`config.mk`:
```
export PLATFORM = sky130hd
export DESIGN_NAME = fb_bram_arbiter
export DESIGN_NICKNAME = d
export VERILOG_FILES = /design/src/rtl/fb_bram_arbiter_pkg.sv /design/src/rtl/fb_bram_arbiter_rr_arb2.sv /design/src/rtl/fb_bram_arbiter.sv
export SDC_FILE = /design/constraint.sdc
export NUM_CORES = 1
export LEC_CHECK = 0
export ABC_AREA = 0
export CORE_UTILIZATION = 38
export CTS_CLUSTER_DIAMETER = 120
export DETAILED_ROUTE_END_ITERATION = 10
export GPL_ROUTABILITY_DRIVEN = 0
export PLACE_DENSITY = 0.8
export SYNTH_ARGS = -nofsm -noshare
export SYNTH_HDL_FRONTEND = slang
export SYNTH_SLANG_ARGS = --single-unit
export TNS_END_PERCENT = 5
```
`constraint.sdc`:
```
create_clock -name clk -period 1.95 [get_ports clk]
set_input_delay 0.2925 -clock clk [delete_from_list [all_inputs] [get_ports clk]]
set_output_delay 0.2925 -clock clk [all_outputs]
set_load 0.05 [all_outputs]
```
`src/rtl/fb_bram_arbiter_pkg.sv`:
```
// Shared constants and types for the frame-buffer BRAM arbiter.
package fb_bram_arbiter_pkg;

  localparam int FB_ADDR_W = 19;
  localparam int FB_DATA_W = 12;
  localparam int FB_RD_LAT = 1;

  localparam int H_ACTIVE = 640;
  localparam int V_ACTIVE = 480;

  // The page select sits directly above the pixel address on the BRAM port.
  localparam int PAGE_BIT = FB_ADDR_W;

  typedef enum logic {
    REQ_NOTE = 1'b0,
    REQ_BG   = 1'b1
  } req_id_e;

  function automatic req_id_e other_req(input req_id_e id);
    return (id == REQ_NOTE) ? REQ_BG : REQ_NOTE;
  endfunction

endpackage

```
`src/rtl/fb_bram_arbiter_rr_arb2.sv`:
```
// Two-input round-robin arbiter; a requester granted in the current cycle is masked
// because its request line still shows the transaction being committed.
module rr_arb2
  import fb_bram_arbiter_pkg::*;
(
  input  logic       clk,
  input  logic       rst_n,
  input  logic       en,
  input  logic [1:0] req,
  input  logic [1:0] stale,
  output logic [1:0] gnt
);

  req_id_e    ptr;
  logic [1:0] elig;

  always_comb begin
    elig = req & ~stale;
    gnt  = 2'b00;
    if (en) begin
      if (&elig) begin
        gnt = (ptr == REQ_NOTE) ? 2'b01 : 2'b10;
      end else begin
        gnt = elig;
      end
    end
  end

  always_ff @(posedge clk or negedge rst_n) begin
    if (!rst_n) begin
      ptr <= REQ_NOTE;
    end else if (|gnt) begin
      ptr <= other_req(gnt[REQ_BG] ? REQ_BG : REQ_NOTE);
    end
  end

endmodule

```
`src/rtl/fb_bram_arbiter.sv`:
```
// Frame-buffer BRAM port owner: display reads have absolute priority, two writers share
// the remaining cycles round-robin, and front/back pages swap only at frame start.
module fb_bram_arbiter
  import fb_bram_arbiter_pkg::*;
#(
  parameter int ADDR_W = FB_ADDR_W,
  parameter int DATA_W = FB_DATA_W,
  parameter int RD_LAT = FB_RD_LAT
) (
  input  logic                clk,
  input  logic                rst_n,
  input  logic                disp_req,
  input  logic [ADDR_W-1:0]   disp_addr,
  input  logic                frame_start,
  input  logic [1:0]          wr_req,
  input  logic [2*ADDR_W-1:0] wr_addr,
  input  logic [2*DATA_W-1:0] wr_data,
  output logic [1:0]          wr_gnt,
  input  logic                swap_req,
  output logic                swap_pend,
  output logic                page,
  output logic                bram_en,
  output logic                bram_we,
  output logic [ADDR_W:0]     bram_addr,
  output logic [DATA_W-1:0]   bram_din,
  input  logic [DATA_W-1:0]   bram_dout,
  output logic [DATA_W-1:0]   pix_data,
  output logic                pix_valid
);

  logic [1:0]        arb_gnt;
  logic [ADDR_W-1:0] sel_addr;
  logic [DATA_W-1:0] sel_data;
  logic [RD_LAT:0]   rd_pipe;

  rr_arb2 u_arb (
    .clk   (clk),
    .rst_n (rst_n),
    .en    (!disp_req),
    .req   (wr_req),
    .stale (wr_gnt),
    .gnt   (arb_gnt)
  );

  always_comb begin
    sel_addr = wr_addr[ADDR_W-1:0];
    sel_data = wr_data[DATA_W-1:0];
    if (arb_gnt[REQ_BG]) begin
      sel_addr = wr_addr[2*ADDR_W-1:ADDR_W];
      sel_data = wr_data[2*DATA_W-1:DATA_W];
    end
  end

  // Address and data hold their last value on idle cycles to avoid needless toggling.
  always_ff @(posedge clk or negedge rst_n) begin
    if (!rst_n) begin
      bram_en   <= 1'b0;
      bram_we   <= 1'b0;
      bram_addr <= '0;
      bram_din  <= '0;
      wr_gnt    <= 2'b00;
    end else begin
      bram_en <= disp_req | (|arb_gnt);
      bram_we <= |arb_gnt;
      wr_gnt  <= arb_gnt;
      if (disp_req) begin
        bram_addr <= {page, disp_addr};
      end else if (|arb_gnt) begin
        bram_addr <= {~page, sel_addr};
        bram_din  <= sel_data;
      end
    end
  end

  always_ff @(posedge clk or negedge rst_n) begin
    if (!rst_n) begin
      rd_pipe   <= '0;
      pix_valid <= 1'b0;
      pix_data  <= '0;
    end else begin
      rd_pipe   <= {rd_pipe[RD_LAT-1:0], disp_req};
      pix_valid <= rd_pipe[RD_LAT];
      pix_data  <= rd_pipe[RD_LAT] ? bram_dout : '0;
    end
  end

  // A swap request arriving with frame_start is honoured at that same frame_start.
  always_ff @(posedge clk or negedge rst_n) begin
    if (!rst_n) begin
      page      <= 1'b0;
      swap_pend <= 1'b0;
    end else if (frame_start && (swap_pend || swap_req)) begin
      page      <= ~page;
      swap_pend <= 1'b0;
    end else if (swap_req) begin
      swap_pend <= 1'b1;
    end
  end

endmodule

```
==> results.json <==
{
  "yosysMostFrequentCell": "dfrtp_1",
  "cpMaxStageDelayCell": "clkdlybuf4s50_1",
  "cap_viol_max_count": 0,
  "syn_area_um2": 2605,
  "remaining_drc_errors": 10,
  "dr.pass1.iters": 10,
  "holdWs_ns": 0.3396,
  "antenna_found_initial": 0,
  "path_delay_family": "buffers and inverters",
  "rsz0062_at_grt": "no",
  "die-area_um2": 7190,
  "fp.dieW_um": 84.80,
  "numCtsBuffers": 5,
  "power_density_nw_per_um2": 797.6,
  "ys.flop_type": "dfrtp_1",
  "drt-initial-drc-count": 51,
  "min_path_cells": 2,
  "ff2ff_path_depth": 4,
  "cts-root-buf": "clkbuf_8",
  "synthTopCellsByArea": "dfrtp_1 (52%), or3b_1 (6.7%), o41ai_1 (6.4%)",
  "path_buf_inv": 1,
  "cp-end-kind": "primary output",
  "async_flop_share_pct": 100.0,
  "synth.yosys.seq_area_share_pct": 51.87,
  "n_antenna_cell": 0,
  "via_count": 2534,
  "vias_per_cell": 5.415,
  "synth.top_cell.area_share_pct": 51.87,
  "drv_slew": 0,
  "io_pins": 151,
  "yosysUniqueCellTypes": 26,
  "detail_route.wl_per_cell_um": 15.72,
  "dp_hpwl_um": 5537,
  "post-cts-setup-buffers": 0,
  "grt-ovfl-total": 0,
  "yosys.area.top_type": "dfrtp_1",
  "htree_num_levels": 2,
  "worst_pin_slew_ns": 0.6402,
  "grt_max_degree": 52,
  "avgSynthCellArea_um2": 10.68,
  "rows": 29,
  "grt_pass1_vias": 2514,
  "p_leak_nw": 1.720,
  "cts_tree": "yes",
  "hold_violations": 0,
  "fin_crit_sh_pct": 94.49,
  "fin_cells": 468,
  "clk_pin_slew_ns": 0.10,
  "critical_path_required_ns": 1.66,
  "area_growth_pct": 67.53,
  "synth_fp_nets": 344,
  "ys_ff_latch": 54,
  "dpl_cell_area_um2": 4238,
  "final_cell_area_um2": 4364,
  "cp.depth": 1,
  "total_power_w": 0.003481,
  "criticalPathCategory": "reg -> out",
  "die_h_um": 84.80,
  "grt_pass1_wl_um": 12120,
  "fin_crit_ns": 1.843,
  "crit_chain": "clkdlybuf4s50_1",
  "path_max_fanout": 4,
  "fillCellCount": 518,
  "core_um2": 6495,
  "fin_tns_setup_ns": 0,
  "synth_cells": 244,
  "ys_warn_count": 0,
  "start_util_pct": 40.11,
  "cts_buffer_depth": 2,
  "worstSetupStartpointType": "flop",
  "timing.fmax_ghz": 0.5427,
  "clk_latency_ns": 0.30,
  "synth_common_cells": "dfrtp_1 (54), clkbuf_1 (21), nand2b_1 (21)",
  "port_buffers": 150,
  "track_usage_pct": 21.57,
  "skew_ns": 0.005972,
  "ant_nets": 0,
  "cts_sinks": 54,
  "vdd_drop_max_v": 0.0005494,
  "cp.arrival_ns": 1.55,
  "setup_violations": 0,
  "slew_headroom_pct": 57.27,
  "failed_checks": "DRC",
  "synth_edf_count": 0,
  "layout-drive-gt1-share_pct": 7.673,
  "max_stage_delay_ns": 0.82,
  "totalWireLength_um": 7359,
  "status": "complete, but fails checks",
  "holdCritPathClass": "in -> reg",
  "nets": 490,
  "dp.cells": 459
}
==> cell usage in the layout (no fill, tap or decap), types with 2 or more instances in the layout <==
cell type	synthesis	final
inv_1	7	7
buf_12	0	4
or3b_1	20	20
a221o_1	7	7
clkdlybuf4s50_1	0	147
o41ai_1	19	19
nor3b_1	7	7
nand2b_1	21	21
buf_4	0	12
o21ai_1	20	20
a31oi_1	20	20
nand3_1	2	2
nor2b_2	0	2
dfrtp_1	54	54
buf_2	2	2
clkbuf_8	0	5
nor2_1	5	5
a211oi_1	5	5
a2111oi_0	5	5
nor4_1	5	5
inv_6	0	2
and2_1	12	12
==> layout make-up <==
class / count / area (µm²) / area share, %
clock buffers: 5 / 68.82 / 1.577
clock inverters: 3 / 47.55 / 1.089
inverters: 7 / 26.28 / 0.6021
multi-input cells: 156 / 1112 / 25.49
flip-flops and latches: 54 / 1351 / 30.96
well taps: 77 / 96.34 / 2.208
repair buffers: 166 / 1662 / 38.07
==> where the power goes <==
group / switching (W) / total (W) / internal (W)
Combinational: 0.000790 / 0.00136 / 0.000570
Sequential: 0.0000961 / 0.00135 / 0.00126
Clock: 0.000375 / 0.000767 / 0.000392
Total: 0.00126 / 0.00348 / 0.00222
==> worst paths after layout <==
path / start / end / slack, ns
worst max-delay path: page / page / 0.11
worst min-delay path: disp_req / rd_pipe[0] / 0.34
worst max register to register: wr_gnt[1] / bram_addr[2] / 0.26
worst min register to register: rd_pipe[0] / rd_pipe[1] / 0.36
max in group asynchronous: rst_n / wr_gnt[1] / 0.97
min in group asynchronous: rst_n / bram_addr[10] / 0.46
==> per-stage QoR <==
step           utilization (%)  setup WS [ns]
2_1_floorplan                -         0.1226
3_3_place_gp             65.25       -0.05839
3_5_place_dp             65.25        -0.1137
4_1_cts                  67.19        0.09359
5_1_grt                  67.19        0.04812
6_report                 67.19         0.1074
==> repair_timing <==
| action | CTS | global route |
|---|---|---|
| hold buffers | 1 | 0 |
| hold endpoints to repair | 18 | 0 |
| gates resized for setup | 0 | 0 |
==> registers in the layout (all words and copies together) (netlist names) <==
name	cells
bram_din	12
swap_pend	1
bram_we	1
bram_addr	20
u_arb.ptr	1
bram_en	1
rd_pipe	2
wr_gnt	2
pix_data	12
page	1
pix_valid	1
==> per-layer routing <==
layer  wire [µm]  track usage (%)  vias to the layer above
met1        2924            26.25                     1181
met4         118            6.163                        0
li1            -                -                     1215
met3         608            5.900                       19
met2        3708            37.55                      119
met5           0                0                        -
==> kinds of logic (layout without fill, tap and decap cells) <==
| family | count (synthesis) | after routing | share of synthesized area [%] |
|---|---|---|---|
| and+or+nand+nor | 75 | 75 | 19.93 |
| AOI/OAI and AO/OA | 80 | 80 | 22.00 |
| DFF | 54 | 54 | 51.87 |
| buffers and inverters | 34 | 181 | 5.860 |
| xor gates and xnor gates | 1 | 1 | 0.3363 |
Note: power is estimated with default switching activity, not from simulation.
==> edit 1: new RTL, same flow settings <==
`pix_data` no longer has a reset.
--- a/src/rtl/fb_bram_arbiter.sv
+++ b/src/rtl/fb_bram_arbiter.sv
@@ -76,12 +76,14 @@
     if (!rst_n) begin
       rd_pipe   <= '0;
       pix_valid <= 1'b0;
-      pix_data  <= '0;
     end else begin
       rd_pipe   <= {rd_pipe[RD_LAT-1:0], disp_req};
       pix_valid <= rd_pipe[RD_LAT];
-      pix_data  <= rd_pipe[RD_LAT] ? bram_dout : '0;
     end
+  end
+
+  always_ff @(posedge clk) begin
+    pix_data <= rd_pipe[RD_LAT] ? bram_dout : '0;
   end
 
   // A swap request arriving with frame_start is honoured at that same frame_start.
Check against the original RTL: differs if rst_n is asserted again (counterexample within 4 cycles, from zero or initial values and one cycle with rst_n low); with rst_n held inactive, the same outputs for 10 cycles.
==> edit 1 against the unedited design <==
Count of clock-buffer cells in the layout is 1 higher. Cell area is 1.8% lower. Sequential cell count stayed put. Setup slack better by 2.5 ps. Total power is 0.55% lower. Sequential share of layout area is 0.84 points lower. Highest routed layer unchanged. Largest cell class unchanged. Synthesized area is 3.3% lower. Wire length is 3.9% higher.
==> edit 1: results <==
group,metric,value,unit
global_routing,grt_pass1_wl,12.52,mm
place,dpl-instance-area,4167,sq um
clocking,cts.root.buffer_cell,"sky130_fd_sc_hd__clkbuf_8",
place,port-buffer-count,150,
pwr,intPower,2.218,mW
logic_synthesis,synth-warning-count,0,
routing,routed-wl-met2,3.817,mm
critical_path,origin_of_the_critical_flop_to_flop_path,"wr_gnt[1]",
pwr,switching_share,0.3592,
die,die_width,83.41,microns
routing,highest-signal-layer,"met4",
critical_path,critPathLaunch,"page",
logic_synthesis,netlist-cell-type-count,32,
timing,worstMarginPinSlew,525.3,ps
global_routing,grt_use_met2,0.3830,
critical_path,worst_path_arrival_time,1550,ps
logic_synthesis,yosys-top-cells-area,"sky130_fd_sc_hd__dfrtp_1 42%, sky130_fd_sc_hd__dfxtp_1 9.5%, sky130_fd_sc_hd__o41ai_1 6.6%",
timing,max_freq,0.5434,GHz
pwr,ir_worst_vdd,0.0006219,V
place,placement.setup.worst_slack,-159.7,ps
min_path,hold_path.startpoint,"rd_pipe[0]",
logic_synthesis,ys_top_cells_by_count,"42 x sky130_fd_sc_hd__dfrtp_1, 22 x sky130_fd_sc_hd__nand2b_1",
routing,detail_route.wirelength.met1,3.234,mm
logic_synthesis,synth_flop_cell,"sky130_fd_sc_hd__dfrtp_1",
global_routing,groute.layer.met1.usage,0.2931,
finish,final_nets,486,
critical_path,crit_path_top_delay_cell,"sky130_fd_sc_hd__clkdlybuf4s50_1",
global_routing,grtUsageTotal,0.2246,
place,post-dp-hpwl,5.485,mm
global_routing,grt_pass1_vias,2507,
critical_path,timing.critical_path.to,"page",
routing,wirelength,7.643,mm
global_routing,largest_net_degree_at_the_start_of_global_routing,50,
min_path,timing.hold.worst.class,"reg2reg",
logic_synthesis,syn-num-nets,337,
clocking,cts_made_buffers,5,
routing,vias_per_cell,5.409,
finish,post_route_cells_drive_above_1_share,0.1214,
critical_path,worst-r2r-setup-slack,150,ps
finish,filler_cell_count,512,
critical_path,rr_worst_depth,3,
routing,drtPass1Iterations,4,
pwr,leakage,1.647,nW
logic_synthesis,synth.yosys.seq_area_share,0.5127,
min_path,hold_path_depth,0,
clocking,holdBufCountCts,1,
timing,skew,10.02,ps
pwr,clk-power,0.753,mW
min_path,timing.hold.worst_endpoint,"rd_pipe[1]",
routing,route.met3.wl,496,microns
status,run_status,"finished, final reports clean",
global_routing,grt_util_met3,0.04672,
global_routing,antenna_found_initial,0,
logic_synthesis,synthArstFlopShare,0.7778,
routing,initialDrtViolationCount,78,
critical_path,timing.rr.end,"bram_addr[11]",
-- edit 1: area by class of cell --
class,instances,area (sq um),share of cell area
sequential,54,1291,0.3012
clock buffer,6,72.57,0.01693
tap,77,96.34,0.02248
inverter,5,18.77,0.004378
clock inverter,2,37.54,0.008757
timing repair buffer,166,1662,0.3876
multi-input combinational,154,1109,0.2586
-- edit 1: cell families (layout without fill, tap and decap cells) --
logic type | Yosys count | in the layout | share of synthesized area
flops | 54 | 54 | 0.5127
simple gates | 75 | 75 | 0.2096
buf+inv | 29 | 179 | 0.05166
xor+xnor | 1 | 1 | 0.003478
compound gates | 78 | 78 | 0.2226
-- edit 1: through the flow --
| step | std cells | hold slack, ps |
|---|---|---|
| floorplan | 237 | -3.091 |
| global placement | 455 | 289.7 |
| detailed placement | 455 | 292.0 |
| CTS | 464 | 361.2 |
| global route | 464 | 381.4 |
| finish | 464 | 359.5 |
==> edit 2: new RTL, config.mk and constraints unchanged <==
Without the edit above. Change the package constant `FB_DATA_W` from 12 to 6.
--- a/src/rtl/fb_bram_arbiter_pkg.sv
+++ b/src/rtl/fb_bram_arbiter_pkg.sv
@@ -2,7 +2,7 @@
 package fb_bram_arbiter_pkg;
 
   localparam int FB_ADDR_W = 19;
-  localparam int FB_DATA_W = 12;
+  localparam int FB_DATA_W = 6;
   localparam int FB_RD_LAT = 1;
 
   localparam int H_ACTIVE = 640;
Ports: changed (resized bram_din, bram_dout, pix_data and wr_data); port bits go from 151 to 121. The function was not compared with the original's and may differ.
==> edit 2 against the unedited design <==
Synthesized area shrank 20%. Register-to-register slack lost 60 ps. Sequential cell count shrank 12. Total power shrank 22%. Critical path depth is the same. Clock power shrank 24%. Combinational power shrank 20%. Setup slack lost 18 ps. Cell area shrank 18%. Wire length shrank 20%. Global-route usage shrank 0.54 points. Critical endpoint is now wr_gnt[0].
==> edit 2: results <==
group,metric,value,unit
timing,worstMarginPinSlew,837.5,ps
routing,drtPass1Iterations,4,
timing,skew,4.668,ps
logic_synthesis,yosys-top-cells-area,"sky130_fd_sc_hd__dfrtp_1 50%, sky130_fd_sc_hd__o41ai_1 7.9%, sky130_fd_sc_hd__nand2b_1 6.6%",
logic_synthesis,synth.ff_latch_count,42,
global_routing,grtUsageTotal,0.2102,
critical_path,worst-r2r-setup-slack,200,ps
critical_path,timing.rr.end,"bram_addr[9]",
finish,non_clk_buf_share,0.3871,
status,run_status,"finished, final reports clean",
routing,initialDrtViolationCount,74,
logic_synthesis,synth-xor-area-share,0.004179,
pwr,leakage,1.394,nW
finish,multiInputGateArea,943.4,sq um
pwr,ir_worst_vdd,0.0004480,V
critical_path,timing.critical_path.slowest_cell_delay,840,ps
pwr,switching_share,0.3725,
finish,multiInputCombCellCount,133,
global_routing,largest_net_degree_at_the_start_of_global_routing,43,
logic_synthesis,syn-num-nets,279,
min_path,timing.hold.worst.class,"reg2reg",
critical_path,worst_path_arrival_time,1570,ps
routing,wirelength,5.881,mm
logic_synthesis,ys_top_cells_by_count,"42 x sky130_fd_sc_hd__dfrtp_1, 22 x sky130_fd_sc_hd__nand2b_1, 19 x sky130_fd_sc_hd__a31oi_1, 19 x sky130_fd_sc_hd__o41ai_1, 16 x sky130_fd_sc_hd__clkbuf_1",
place,port-buffer-count,120,
critical_path,timing.critical_path.to,"wr_gnt[0]",
global_routing,grt_pass1_vias,2053,
place,post-dp-hpwl,4.251,mm
finish,filler_cell_count,432,
min_path,hold_path.startpoint,"rd_pipe[0]",
min_path,hold_path_depth,0,
logic_synthesis,synth_compound_area_frac,0.2275,
routing,vias_per_cell,5.141,
finish,area.sequential,1051,sq um
pwr,seq_cell_power,1.05,mW
global_routing,grt_pass1_wl,9.804,mm
place,placement.setup.worst_slack,-183.5,ps
pwr,combPwrFrac,0.400,
min_path,timing.hold.worst_endpoint,"rd_pipe[1]",
finish,layout.clock.cell_area_share,0.02634,
finish,largest_registers,"bram_addr x20, bram_din x6, pix_data x6",
logic_synthesis,netlist-cell-type-count,23,
## edit 2: cell types whose count changed after synthesis, sizes merged, moves of 2 or more
| cell | unedited run | this run |
|---|---|---|
| buf | 6 | 4 |
| a2111oi | 5 | 0 |
| dfrtp | 54 | 42 |
| clkbuf | 21 | 16 |
| nor4 | 5 | 0 |
| and2 | 12 | 6 |
| inv | 7 | 2 |
| a211oi | 6 | 1 |
## edit 2: through the flow
step | cell area, sq um | setup TNS, ps | instances | utilization
final | 3562 | 0 | 396 | 0.6844
after detailed placement | 3458 | -2015 | 387 | 0.6644
after floorplan | 2096 | 0 | 197 | -
after global routing | 3562 | 0 | 396 | 0.6844
after CTS | 3562 | 0 | 396 | 0.6844
after global placement | 3458 | -1282 | 387 | 0.6644
## edit 2: layer usage
metal  GRT usage  vias up  wire, microns
met5           0        -              0
met4     0.04038        0             27
met3     0.05030        4            429
met2      0.3694       84           2988
met1      0.2632      949           2435
li1            -      999              -
